## config.mk

```make
export PLATFORM = sky130hd
export DESIGN_NAME = vram_arbiter
export DESIGN_NICKNAME = d
export VERILOG_FILES = /design/src/rtl/vram_arbiter.sv
export SDC_FILE = /design/constraint.sdc
export NUM_CORES = 1
export LEC_CHECK = 0
export CORE_MARGIN = 1
export CORE_UTILIZATION = 39
export DETAILED_ROUTE_END_ITERATION = 10
export PLACE_DENSITY = 0.82
export SLEW_MARGIN = 25
export SYNTH_ARGS = -nofsm -noshare
export SYNTH_HDL_FRONTEND = slang
export SYNTH_SLANG_ARGS = --single-unit
export TNS_END_PERCENT = 1
```

## constraint.sdc

```tcl
create_clock -name clock -period 2.7 [get_ports clock]
set_input_delay 0.54 -clock clock [delete_from_list [all_inputs] [get_ports clock]]
set_output_delay 0.54 -clock clock [all_outputs]
set_load 0.05 [all_outputs]
```

## src/rtl/vram_arbiter.sv

```systemverilog
// Single-port video/work RAM arbiter: VGA fetches take the slot outright,
// CPU accesses go through a three-state req/ack FSM in the remaining free cycles.
module vram_arbiter #(
  parameter logic [15:0] VGA_REGION = 16'h2000,
  parameter logic [15:0] VGA_SIZE   = 16'd1200
) (
  input  logic        clock,
  input  logic        reset,
  input  logic        vga_req,
  input  logic [15:0] vga_addr,
  output logic [15:0] vga_q,
  output logic        vga_valid,
  input  logic        cpu_req,
  input  logic        cpu_we,
  input  logic [15:0] cpu_addr,
  input  logic [15:0] cpu_wdata,
  output logic        cpu_ack,
  output logic [15:0] cpu_rdata,
  output logic [15:0] cpu_stall,
  output logic [15:0] mem_addr,
  output logic        mem_we,
  output logic [15:0] mem_wdata,
  input  logic [15:0] mem_q
);

  typedef enum logic [1:0] {IDLE, WAIT, ACK} state_t;

  state_t state, state_nxt;
  logic   vga_hit;
  logic   cpu_grant;
  logic   vld_p1;
  logic   zero_p1;
  logic   we_p1;

  function automatic logic [15:0] sat_inc(input logic [15:0] v);
    return (v == 16'hFFFF) ? v : v + 16'd1;
  endfunction

  // Stage p0: slot arbitration and RAM command
  always_comb begin
    vga_hit   = vga_req && (vga_addr < VGA_SIZE);
    cpu_grant = !reset && !vga_hit && (state == IDLE) && cpu_req;
    mem_addr  = 16'h0000;
    mem_we    = 1'b0;
    mem_wdata = 16'h0000;
    if (!reset) begin
      if (vga_hit) begin
        mem_addr = VGA_REGION + vga_addr;
      end else if (cpu_grant) begin
        mem_addr  = cpu_addr;
        mem_we    = cpu_we;
        mem_wdata = cpu_wdata;
      end
    end
  end

  always_comb begin
    state_nxt = state;
    cpu_ack   = 1'b0;
    case (state)
      IDLE: if (cpu_grant) state_nxt = WAIT;
      WAIT: state_nxt = ACK;
      ACK: begin
        cpu_ack   = 1'b1;
        state_nxt = IDLE;
      end
      default: state_nxt = IDLE;
    endcase
  end

  // Stage p1: RAM access in flight; stage p2: returned data registered
  always_ff @(posedge clock) begin
    if (reset) begin
      state     <= IDLE;
      vld_p1    <= 1'b0;
      zero_p1   <= 1'b0;
      we_p1     <= 1'b0;
      vga_valid <= 1'b0;
      vga_q     <= 16'h0000;
      cpu_rdata <= 16'h0000;
      cpu_stall <= 16'h0000;
    end else begin
      state     <= state_nxt;
      vld_p1    <= vga_req;
      zero_p1   <= !vga_hit;
      vga_valid <= vld_p1;
      if (vld_p1) vga_q <= zero_p1 ? 16'h0000 : mem_q;
      if (cpu_grant) we_p1 <= cpu_we;
      if (state == WAIT && !we_p1) cpu_rdata <= mem_q;
      // Stall only tracks a request that is actually waiting in IDLE
      if (state == IDLE) begin
        if (cpu_grant || !cpu_req) cpu_stall <= 16'h0000;
        else if (vga_hit)          cpu_stall <= sat_inc(cpu_stall);
      end
    end
  end

endmodule
```

# [Word-level counts from Yosys, hierarchy flattened]
# Cells that the tools add are included.
[op_classes] add_sub_neg=2 n_lt_le_gt_ge=1 n_eq_ne=5 n_mux=16 reduce_logical=13
[ops] cell="2-to-1 mux 16 bit" count=10
[ops] cell="adder 14 x 16 -> 16 bit (first input constant)" count=1
[ops] cell="adder 16 x 1 -> 16 bit (second input constant)" count=1
[ops] cell="== test 16 bit (second input constant)" count=1
[ops] cell="< comparator 16 x 11 -> 1 bit (second input constant)" count=1
[ops] cell="logical AND 1 bit" count=5
[ops] cell="zero test 1 bit" count=4
[ops] cell="2-to-1 mux 1 bit" count=4
[ops] cell="inequality test 2 bit (second input constant)" count=2
[ops] cell="case mux 2 bit (2 select lines)" count=1
[ops] cell="AND reduction 3 bit" count=1
[ops] cell="== test 2 x 1 -> 1 bit (second input constant)" count=1
[ops] cell="== test 2 bit (second input constant)" count=1
[ops] cell="zero test 2 bit" count=1
[ops] cell="2-to-1 mux 2 bit" count=1
[ops] cell="nonzero test 2 bit" count=1
[ops] cell="logical OR 1 bit" count=1
[word_totals] register_bits=54 output_inout_bits=83 in_bits=69

# [Logic depth before layout (Yosys ltp)]
# Gate-level depths: netlist of run 1.
[logic_depth] ltp_word=9 depth_mapped=7 mapped_depth_nobuf=6

# [Worst setup path after synthesis of run 1]
# OpenSTA, ideal clock, no wires.
[synth_timing] path_kind="input to output" from="in vga_addr[5]" to="out mem_addr[10]" path_buffers=1 cell_stages=6 slack_ns=-0.350 arrival_time_ns=2.510 required_ns=2.160 cell_sequence="nand3_1 a21boi_2 o2111a_1 buf_2 a21oi_1 nor3_1"
[synth_between] elab_chain_cells=9 word_cells_on_any_way=10 cone_classes="add/sub: 1; order compare: 1; mux: 3; reduce/logical: 5"
[synth_lines] element="start, declared" line_no="10" rtl="input logic [15:0] vga_addr,"
[synth_lines] element="< comparator 16 x 11 -> 1 bit" line_no="41" rtl="vga_hit = vga_req && (vga_addr < VGA_SIZE);"
[synth_lines] element="logical AND 1 bit" line_no="41"
[synth_lines] element="zero test 1 bit" line_no="42" rtl="cpu_grant = !reset && !vga_hit && (state == IDLE) && cpu_req;"
[synth_lines] element="logical AND 1 bit (3 in series)" line_no="42"
[synth_lines] element="2-to-1 mux 16 bit" line_no="49" rtl="end else if (cpu_grant) begin"
[synth_lines] element="2-to-1 mux 16 bit *" line_no="47" rtl="if (vga_hit) begin"
[synth_lines] element="2-to-1 mux 16 bit *" line_no="46" rtl="if (!reset) begin"
[synth_lines] element="end, declared" line_no="20" rtl="output logic [15:0] mem_addr,"
# Mark *: on every way between the ends. The rest lies on a longest branch, timed or not.

# [Worst setup path after layout of run 1]
[layout_timing] from="in vga_addr[15]" to="out mem_addr[1]"
[layout_between] elab_chain_cells=9
[layout_lines] element="< comparator 16 x 11 -> 1 bit *" line_no="41"
[layout_lines] element="logical AND 1 bit *" line_no="41"
[layout_lines] element="zero test 1 bit" line_no="42"
[layout_lines] element="logical AND 1 bit (3 in series)" line_no="42"
[layout_lines] element="2-to-1 mux 16 bit" line_no="49"
[layout_lines] element="2-to-1 mux 16 bit *" line_no="47"
[layout_lines] element="2-to-1 mux 16 bit *" line_no="46"
# Marks and branches as above.

==> results.json, run 1 <==
{
  "synthDistinctLibCells": 45,
  "syn-num-nets": 391,
  "holdCritStartpoint": "cpu_rdata[4]",
  "layout_min_cycle_time_ns": 2.75,
  "synth_xor_area_share_pct": 0,
  "cap_violations": 0,
  "syn-instance-count": 320,
  "synth-main-ff-cell": "dfxtp_1",
  "cts_made_buffers": 5,
  "start_util_pct": 40.1,
  "netlist_area_sq_um": 2710,
  "firstDrtPassIters": 5,
  "fin_hold_ws_ns": 0.459,
  "final_layout_size_suffix_gt1_share_pct": 21.2,
  "powerDensity_nw_per_um2": 383,
  "period_share_pct": 102,
  "setup_viol": 13,
  "cts-root-buf": "clkbuf_8",
  "min_to": "cpu_rdata[4]",
  "synth_mux_area_share_pct": 2.22,
  "grt_pass1_vias": 2891,
  "ys_ff_latch": 54,
  "cts_tree": "built",
  "status": "finished, violations left",
  "areaGrowthSynthToFinish_pct": 87.3,
  "grt_first_pass_wirelength_mm": 14.8,
  "htree_levels": 2,
  "r2r_cells": 7,
  "synth-edff-count": 0,
  "max_slew_margin_pct": 39.5,
  "io_pins": 152,
  "drcViolationCount": 0,
  "antenna_found_initial": 1,
  "avgSynthCellArea_sq_um": 8.47,
  "rrSetupSlack_ns": 0.62,
  "vias": 3158,
  "grt_start_max_net_pins": 45,
  "yosys.area_share.adder_pct": 0.923,
  "hold_depth": 2,
  "die-width_um": 85.4,
  "clk_latency_ns": 0.30,
  "crit_path_max_fanout": 7,
  "synth_top_family_by_area": "simple AND/OR/NAND/NOR gates",
  "cp.required_ns": 2.16,
  "clock_path_buffers": 2,
  "cts.sinks": 54,
  "wire_per_inst_um": 17.3,
  "core_sq_um": 6760,
  "dieArea_sq_um": 7290,
  "viasPerCell": 5.53,
  "clk_pin_slew_ns": 0.10,
  "max-vdd-ir-drop_mv": 0.221,
  "setup_tns_ns": -0.318,
  "violations": "negative setup slack",
  "clock_skew_ns": 0.00604,
  "drt_iter0_markers": 151,
  "ant_nets": 0,
  "cp-end-kind": "output port",
  "yosys_warnings": 0,
  "synth_compound_area_share_pct": 19.7,
  "routabilityCongestion": 0.885,
  "setup_ws_ns": -0.0538,
  "hold_viol": 0,
  "slew_violations": 0,
  "nNetsFinal": 561,
  "tightest_slew_ns": 0.907,
  "crit_arrival_ns": 2.21,
  "post-route-util_pct": 75.1,
  "r2r-start": "cpu_stall[1]",
  "row_count": 30,
  "startpoint_type": "input port",
  "port_buffers": 151,
  "finalWirelength_mm": 9.85,
  "rsz0062_at_grt": "yes",
  "crit_type": "input port to output port",
  "leakage_nw": 1.88,
  "yosysSeqAreaShare_pct": 39.9,
  "grtUsageTotal_pct": 25.8,
  "grt_overflow": 0,
  "r2r-end": "cpu_stall[0]",
  "async_flop_share_pct": 0,
  "ctsHoldBuffers": 0,
  "fillCellCount": 458,
  "place_hpwl_mm": 6.87,
  "hold_path_class": "flip-flop to flip-flop",
  "synth-simple-area-share_pct": 33.7,
  "fmax_mhz": 363,
  "die_y_um": 85.4
}
-- cell usage after synthesis (all sizes together), types with 3 or more instances --
| library cell | instances | area share, % |
|---|---|---|
| mux2i | 6 | 2.2 |
| a21boi | 8 | 2.4 |
| nand2b | 21 | 4.8 |
| nor4 | 4 | 1.5 |
| o31ai | 6 | 1.7 |
| nand3b | 16 | 4.4 |
| or4 | 8 | 2.4 |
| clkbuf | 14 | 1.9 |
| dfxtp | 54 | 40 |
| a21oi | 36 | 6.6 |
| nor2 | 8 | 1.1 |
| buf | 7 | 1.2 |
| nand3 | 5 | 0.92 |
| and2 | 19 | 4.4 |
| nor3 | 4 | 1.2 |
| nand2 | 45 | 6.3 |
| nor2b | 4 | 0.92 |
| inv | 3 | 0.42 |
| and3 | 4 | 0.92 |
| nand4 | 12 | 2.8 |
| nand4b | 3 | 0.97 |
| a22o | 12 | 3.9 |
-- worst max-delay path: stages --
cell             delay, ns
clkdlybuf4s15_2       0.20
nor4_4                0.32
nand2_2               0.12
buf_4                 0.15
buf_4                 0.15
nor3_4                0.19
buf_6                 0.19
a22o_1                0.20
buf_12                0.15
-- worst max-delay path by stage --
stage,depth (start not counted),endpoint,startpoint
after floorplan,6,mem_addr[14],vga_addr[5]
after global placement,8,mem_addr[10],vga_addr[14]
after detailed placement,8,mem_addr[10],vga_addr[14]
after CTS,7,mem_addr[2],vga_addr[6]
after global routing,9,mem_addr[1],vga_addr[13]
final,9,mem_addr[1],vga_addr[15]
-- state kept, by name (all words and copies together) (netlist names) --
| signal | flops |
|---|---|
| cpu_rdata | 16 |
| cpu_stall | 16 |
| state | 2 |
| vga_q | 16 |
| vga_valid | 1 |
| vld_p1 | 1 |
| we_p1 | 1 |
| zero_p1 | 1 |
-- through the flow --
stage,setup WS [ns],cell area (sq um),power [W],std cells
after floorplan,0.0364,2720,0.00111,320
final,-0.0538,5080,0.00194,571
after global routing,-0.106,5080,0.00202,571
after CTS,0.0214,5000,0.00194,568
after detailed placement,-0.206,4760,0.00139,554
after global placement,-0.134,4760,0.00138,554
-- area by class of cell --
| class | instances | area [sq um] | share of cell area [%] |
|---|---|---|---|
| antenna | 1 | 2.50 | 0.0493 |
| clock buffer | 5 | 68.8 | 1.36 |
| clock inverter | 2 | 38.8 | 0.764 |
| inverter | 3 | 11.3 | 0.222 |
| multi-input combinational | 242 | 1630 | 32.2 |
| sequential | 54 | 1080 | 21.3 |
| tap | 80 | 100 | 1.97 |
| timing repair buffer | 184 | 2140 | 42.1 |
-- layer usage --
metal,track usage [%],vias to the layer above,routed length [um]
met5,0,-,0
met4,6.06,0,229
met3,4.28,21,672
met2,46.2,152,5080
met1,32.4,1495,3870
li1,-,1490,-
-- report_power, final --
part / switching (W) / leakage, nW / internal [W]
clock: 0.000260 / 0.0542 / 0.000273
sequential: 0.0000201 / 0.439 / 0.000819
combinational: 0.000290 / 1.39 / 0.000280
total: 0.000570 / 1.88 / 0.00137
-- cell usage in the layout, fill, tap and decap left out, types with 2 or more instances in the layout --
| cell | count |
|---|---|
| or4_1 | 7 |
| a31oi_1 | 2 |
| nor2_1 | 8 |
| buf_6 | 2 |
| or2_2 | 2 |
| buf_2 | 2 |
| nor3_4 | 2 |
| inv_1 | 3 |
| o311ai_0 | 2 |
| a22o_1 | 5 |
| nand2b_1 | 21 |
| nand2_1 | 44 |
| nand4_1 | 12 |
| buf_4 | 28 |
| nor2b_1 | 3 |
| and3_1 | 4 |
| dfxtp_1 | 54 |
| mux2i_1 | 6 |
| clkdlybuf4s15_2 | 3 |
| buf_12 | 34 |
| and4_1 | 2 |
| and2_1 | 19 |
| o31ai_1 | 6 |
| a21oi_1 | 35 |
| o21ai_0 | 2 |
| a22o_4 | 7 |
| dlygate4sd2_1 | 7 |
| nand3b_1 | 16 |
| bufbuf_16 | 2 |
| nor4_1 | 3 |
| ha_1 | 2 |
| nand3_1 | 4 |
| clkbuf_8 | 5 |
| nand4b_1 | 3 |
| a21boi_1 | 6 |
| clkdlybuf4s50_1 | 104 |
-- what timing repair did --
action | CTS | global route
gates resized for setup | 29 | 17
setup buffers | 6 | 2
hold endpoints to repair | 0 | 0
endpoints found under the setup margin | 33 | 26
pin swaps | 12 | 5
cloned | 2 | 1
-- logic make-up after synthesis --
family | count (synthesis)
compound gates | 77
simple gates | 157
buf+inv | 24
fa+ha+maj | 2
mux | 6
flops | 54
Power figures use the tool's default switching activity.
==> run 2, diff against run 1 <==
Settings changed: CORE_UTILIZATION 39 to 40, CTS_BUF_LIST set to sky130_fd_sc_hd__clkbuf_8, PLACE_DENSITY 0.82 to 0.84.
==> results.json, run 2 (same netlist as run 1, synthesis figures left out) <==
{
  "routabilityCongestion": 0.801,
  "viasPerCell": 5.56,
  "clk_latency_ns": 0.31,
  "firstDrtPassIters": 7,
  "grt_start_max_net_pins": 44,
  "setup_viol": 0,
  "wl_met1_mm": 4.02,
  "dp.cells": 549,
  "max-vdd-ir-drop_mv": 0.244,
  "slew_violations": 0,
  "final_cell_mix": "clkdlybuf4s50_1, dfxtp_1, nand2_1",
  "fmax_mhz": 375,
  "ctsHoldBuffers": 0,
  "top_layer": "met4",
  "largestRegisters": "cpu_rdata: 16 flops, cpu_stall: 16 flops, vga_q: 16 flops",
  "hold_path_class": "flip-flop to flip-flop",
  "tightest_slew_ns": 0.919,
  "die-width_um": 84.3,
  "final_common_cell": "clkdlybuf4s50_1",
  "port_buffers": 151,
  "design_area_sq_um": 4990,
  "nNetsFinal": 557,
  "hold_viol": 0,
  "crit_arrival_ns": 2.12,
  "layout_min_cycle_time_ns": 2.66,
  "period_share_pct": 98.6,
  "clock_skew_ns": 0.00702,
  "cap_violations": 0,
  "cp-end-kind": "output port",
  "grtUsageTotal_pct": 27.9,
  "startpoint_type": "input port",
  "areaGrowthSynthToFinish_pct": 84.0,
  "final_cells": 563,
  "status": "finished, violations left",
  "powerDensity_nw_per_um2": 373,
  "die_y_um": 84.3,
  "grt_first_pass_wirelength_mm": 15.8,
  "vias": 3133,
  "io_pins": 152,
  "diodes": 0,
  "row_count": 29,
  "postPlaceCellArea_sq_um": 4740,
  "clock_path_buffers": 2,
  "met3_wirelength_um": 608,
  "cts_made_buffers": 5,
  "max_slew_margin_pct": 38.6,
  "final_layout_size_suffix_gt1_share_pct": 23.5,
  "rsz0062_at_grt": "yes",
  "crit_type": "input port to output port",
  "core_sq_um": 6460,
  "antenna_found_initial": 0,
  "preCtsSetupSlack_ns": -0.193,
  "start_util_pct": 42.0,
  "crit_path_max_fanout": 2,
  "cts-root-buf": "clkbuf_8",
  "post-route-util_pct": 77.2,
  "cts_tree": "built",
  "drcViolationCount": 11,
  "clk_pin_slew_ns": 0.09,
  "dieArea_sq_um": 7110,
  "setup_ws_ns": 0.0365,
  "ant_nets": 0,
  "cts.sinks": 54,
  "grt_overflow": 0,
  "htree_levels": 2,
  "wire_per_inst_um": 17.6,
  "place_hpwl_mm": 7.08,
  "drt_iter0_markers": 182,
  "grt_pass1_vias": 3031,
  "met2RoutedLength_mm": 5.02,
  "finalWirelength_mm": 9.89,
  "leakage_nw": 1.84,
  "cp.required_ns": 2.16,
  "violations": "design-rule violations"
}
==> run 2: cell count changes in the layout (fill, tap and decap cells not counted), moves of 2 or more <==
cell             previous run  this run
buf_2                       2         4
clkbuf_2                    1         3
buf_4                      28        24
clkinvlp_4                  0         2
a22o_4                      7         4
clkdlybuf4s15_2             3         0
and2_1                     19         2
buf_16                      0         2
bufbuf_16                   2         0
and2_4                      0        17
a22o_1                      5         8
==> run 2: metrics by stage <==
stage	hold slack, ns	power [W]	TNS [ns]
floorplan	0.476	0.00111	0
finish	0.459	0.00186	0
global route	0.478	0.00192	-0.0293
global placement	0.442	0.00138	-3.74
detailed placement	0.447	0.00139	-5.15
CTS	0.460	0.00185	0
==> run 2: path summary, 6_finish.rpt <==
| check | end | startpoint | depth (start not counted) | slack, ns |
|---|---|---|---|---|
| setup / recovery | mem_addr[10] | vga_addr[8] | 11 | 0.04 |
| hold / removal | cpu_rdata[15] | cpu_rdata[15] | 2 | 0.46 |
| setup reg to reg | cpu_stall[2] | cpu_stall[0] | 7 | 0.57 |
| hold reg to reg | cpu_rdata[15] | cpu_rdata[15] | 2 | 0.46 |
==> run 2: worst max-delay path: stages <==
cell and delay, ns:
dlygate4sd2_1 0.28, a211oi_4 0.20, buf_4 0.15, buf_4 0.09
buf_4 0.09, buf_4 0.09, nand2_1 0.06, nor2_1 0.12
a21oi_2 0.05, nor3_2 0.26, buf_12 0.18
==> run 2: power by group <==
group          total [W]  internal [W]  switching (W)
combinational   0.000573      0.000281       0.000292
clock           0.000445      0.000178       0.000267
sequential      0.000841      0.000819      0.0000212
total            0.00186       0.00128       0.000580
==> run 2: routing by layer <==
metal,up-vias,track usage [%]
met2,136,50.7
met5,-,0
met1,1480,34.1
met3,29,4.23
met4,0,7.68
li1,1488,-
==> run 2: what timing repair did <==
item / in CTS / in global routing
pin swaps: 14 / 7
cloned: 2 / 0
gates resized for setup: 53 / 7
setup endpoints to repair: 33 / 30
setup buffers: 5 / 1
==> run 2: area by class of cell <==
| type | instances | area (sq um) |
|---|---|---|
| inverter | 3 | 11.3 |
| tap | 77 | 96.3 |
| timing repair buffer | 180 | 2080 |
| clock buffer | 5 | 68.8 |
| sequential | 54 | 1080 |
| multi-input combinational | 242 | 1640 |
| fill | 437 | 1470 |
| clock inverter | 2 | 15.0 |
==> run 3, diff against run 2 <==
Settings changed: CORE_UTILIZATION 40 to 50, DONT_BUFFER_PORTS set to 1, PLACE_DENSITY 0.84 to 0.66.
==> results.json, run 3 (same netlist as run 1, synthesis figures left out) <==
{
  "diodes": 0,
  "vias": 2561,
  "crit_type": "input port to output port",
  "clock_skew_ns": 0.00665,
  "row_count": 26,
  "hold_viol": 0,
  "wire_per_inst_um": 17.1,
  "grt_overflow": 0,
  "slowest_delay_ns": 0.35,
  "slowest_stage": "nor4_4",
  "htree_levels": 2,
  "routabilityCongestion": 0.835,
  "viasPerCell": 5.89,
  "hold_depth": 1,
  "crit_arrival_ns": 1.98,
  "r2r-start": "cpu_stall[0]",
  "cts_made_buffers": 5,
  "r2r_cells": 7,
  "areaGrowthSynthToFinish_pct": 34.7,
  "final_cells": 435,
  "io_pins": 152,
  "dieArea_sq_um": 5720,
  "cp.required_ns": 2.16,
  "final_cell_mix": "dfxtp_1, nand2_1, a21oi_1",
  "setup_viol": 0,
  "antenna_found_initial": 0,
  "nNetsFinal": 435,
  "tightest_slew_ns": 0.885,
  "clk_latency_ns": 0.31,
  "fmax_mhz": 396,
  "start_util_pct": 52.4,
  "leakage_nw": 1.31,
  "ant_nets": 0,
  "powerDensity_nw_per_um2": 462,
  "post_cts_buffers": 0,
  "clock_path_buffers": 2,
  "ctsResizeCount": 0,
  "place_hpwl_mm": 5.71,
  "die_y_um": 75.6,
  "slew_violations": 0,
  "grt_pass1_vias": 2364,
  "dp.cells": 427,
  "cts-root-buf": "clkbuf_8",
  "grtUsageTotal_pct": 25.4,
  "path_buf_inv": 2,
  "final_common_cell": "dfxtp_1",
  "cap_violations": 0,
  "grt_first_pass_wirelength_mm": 11.0,
  "setup_tns_ns": 0,
  "worst_path_most_repeated_cell": "buf_4",
  "holdCritStartpoint": "reset",
  "finalWirelength_mm": 7.45,
  "core_sq_um": 5170,
  "crit_path_max_fanout": 24,
  "status": "completed",
  "largestRegisters": "cpu_rdata: 16 flops, cpu_stall: 16 flops, vga_q: 16 flops",
  "r2r-end": "cpu_stall[4]",
  "period_share_pct": 93.5,
  "drt_iter0_markers": 107,
  "ctsHoldBuffers": 0,
  "rrSetupSlack_ns": 0.78,
  "cts_tree": "built",
  "firstDrtPassIters": 4,
  "layout_min_cycle_time_ns": 2.52,
  "hold_path_class": "input port to flip-flop",
  "grt_start_max_net_pins": 47,
  "max_slew_margin_pct": 40.9,
  "max-vdd-ir-drop_mv": 0.246,
  "final_layout_size_suffix_gt1_share_pct": 21.6,
  "crit_family": "simple AND/OR/NAND/NOR gates",
  "port_buffers": 0,
  "clk_pin_slew_ns": 0.10,
  "die-width_um": 75.6,
  "cp-end-kind": "output port",
  "path_cells": "nor4_4, nand2_2, o2111a_1, buf_4, a21oi_1, nor3_2, buf_4",
  "min_to": "cpu_rdata[4]",
  "cts.sinks": 54,
  "startpoint_type": "input port",
  "rsz0062_at_grt": "no",
  "drcViolationCount": 0
}
-- run 3: report_power, final --
part	total [W]	internal (W)	switching, W
Combinational	0.000289	0.000132	0.000157
Clock	0.000489	0.000212	0.000277
Sequential	0.000910	0.000819	0.0000905
Total	0.00169	0.00116	0.000525
-- run 3: worst max-delay path by stage --
stage	cells after the start	endpoint	start	slack, ns
after detailed placement	6	mem_addr[15]	vga_addr[15]	0.17
after floorplan	6	mem_addr[14]	vga_addr[5]	0.04
after CTS	7	mem_addr[10]	vga_addr[15]	0.17
final	7	mem_addr[10]	vga_addr[15]	0.18
after global placement	7	mem_addr[10]	vga_addr[15]	0.20
after global routing	7	mem_addr[10]	vga_addr[15]	0.03
-- run 3: cell type report --
cell class	count	area (sq um)
repair buffers	58	836
multi-input cells	242	1540
clock buffers	6	82.6
well taps	70	87.6
flip-flops and latches	54	1080
inverters	3	11.3
fillers	415	1520
clock inverters	2	16.3
-- run 3: metal layers --
layer	track usage (%)	wire, um	part of all wire, %
met5	0	0	0
met4	8.64	135	1.8
met3	8.33	567	7.6
met2	45.7	3820	51
met1	28.1	2930	39
-- run 3: per-stage QoR --
stage          hold WS (ns)  util (%)  area, sq um  setup WS [ns]  power (W)
6_report              0.283      70.6         3650          0.176    0.00169
4_1_cts               0.277      70.6         3650          0.173    0.00169
2_1_floorplan         0.476         -         2720         0.0364    0.00111
5_1_grt               0.270      70.6         3650         0.0304    0.00175
3_5_place_dp          0.499      68.7         3550          0.175    0.00122
3_3_place_gp          0.491      68.7         3550          0.196    0.00121
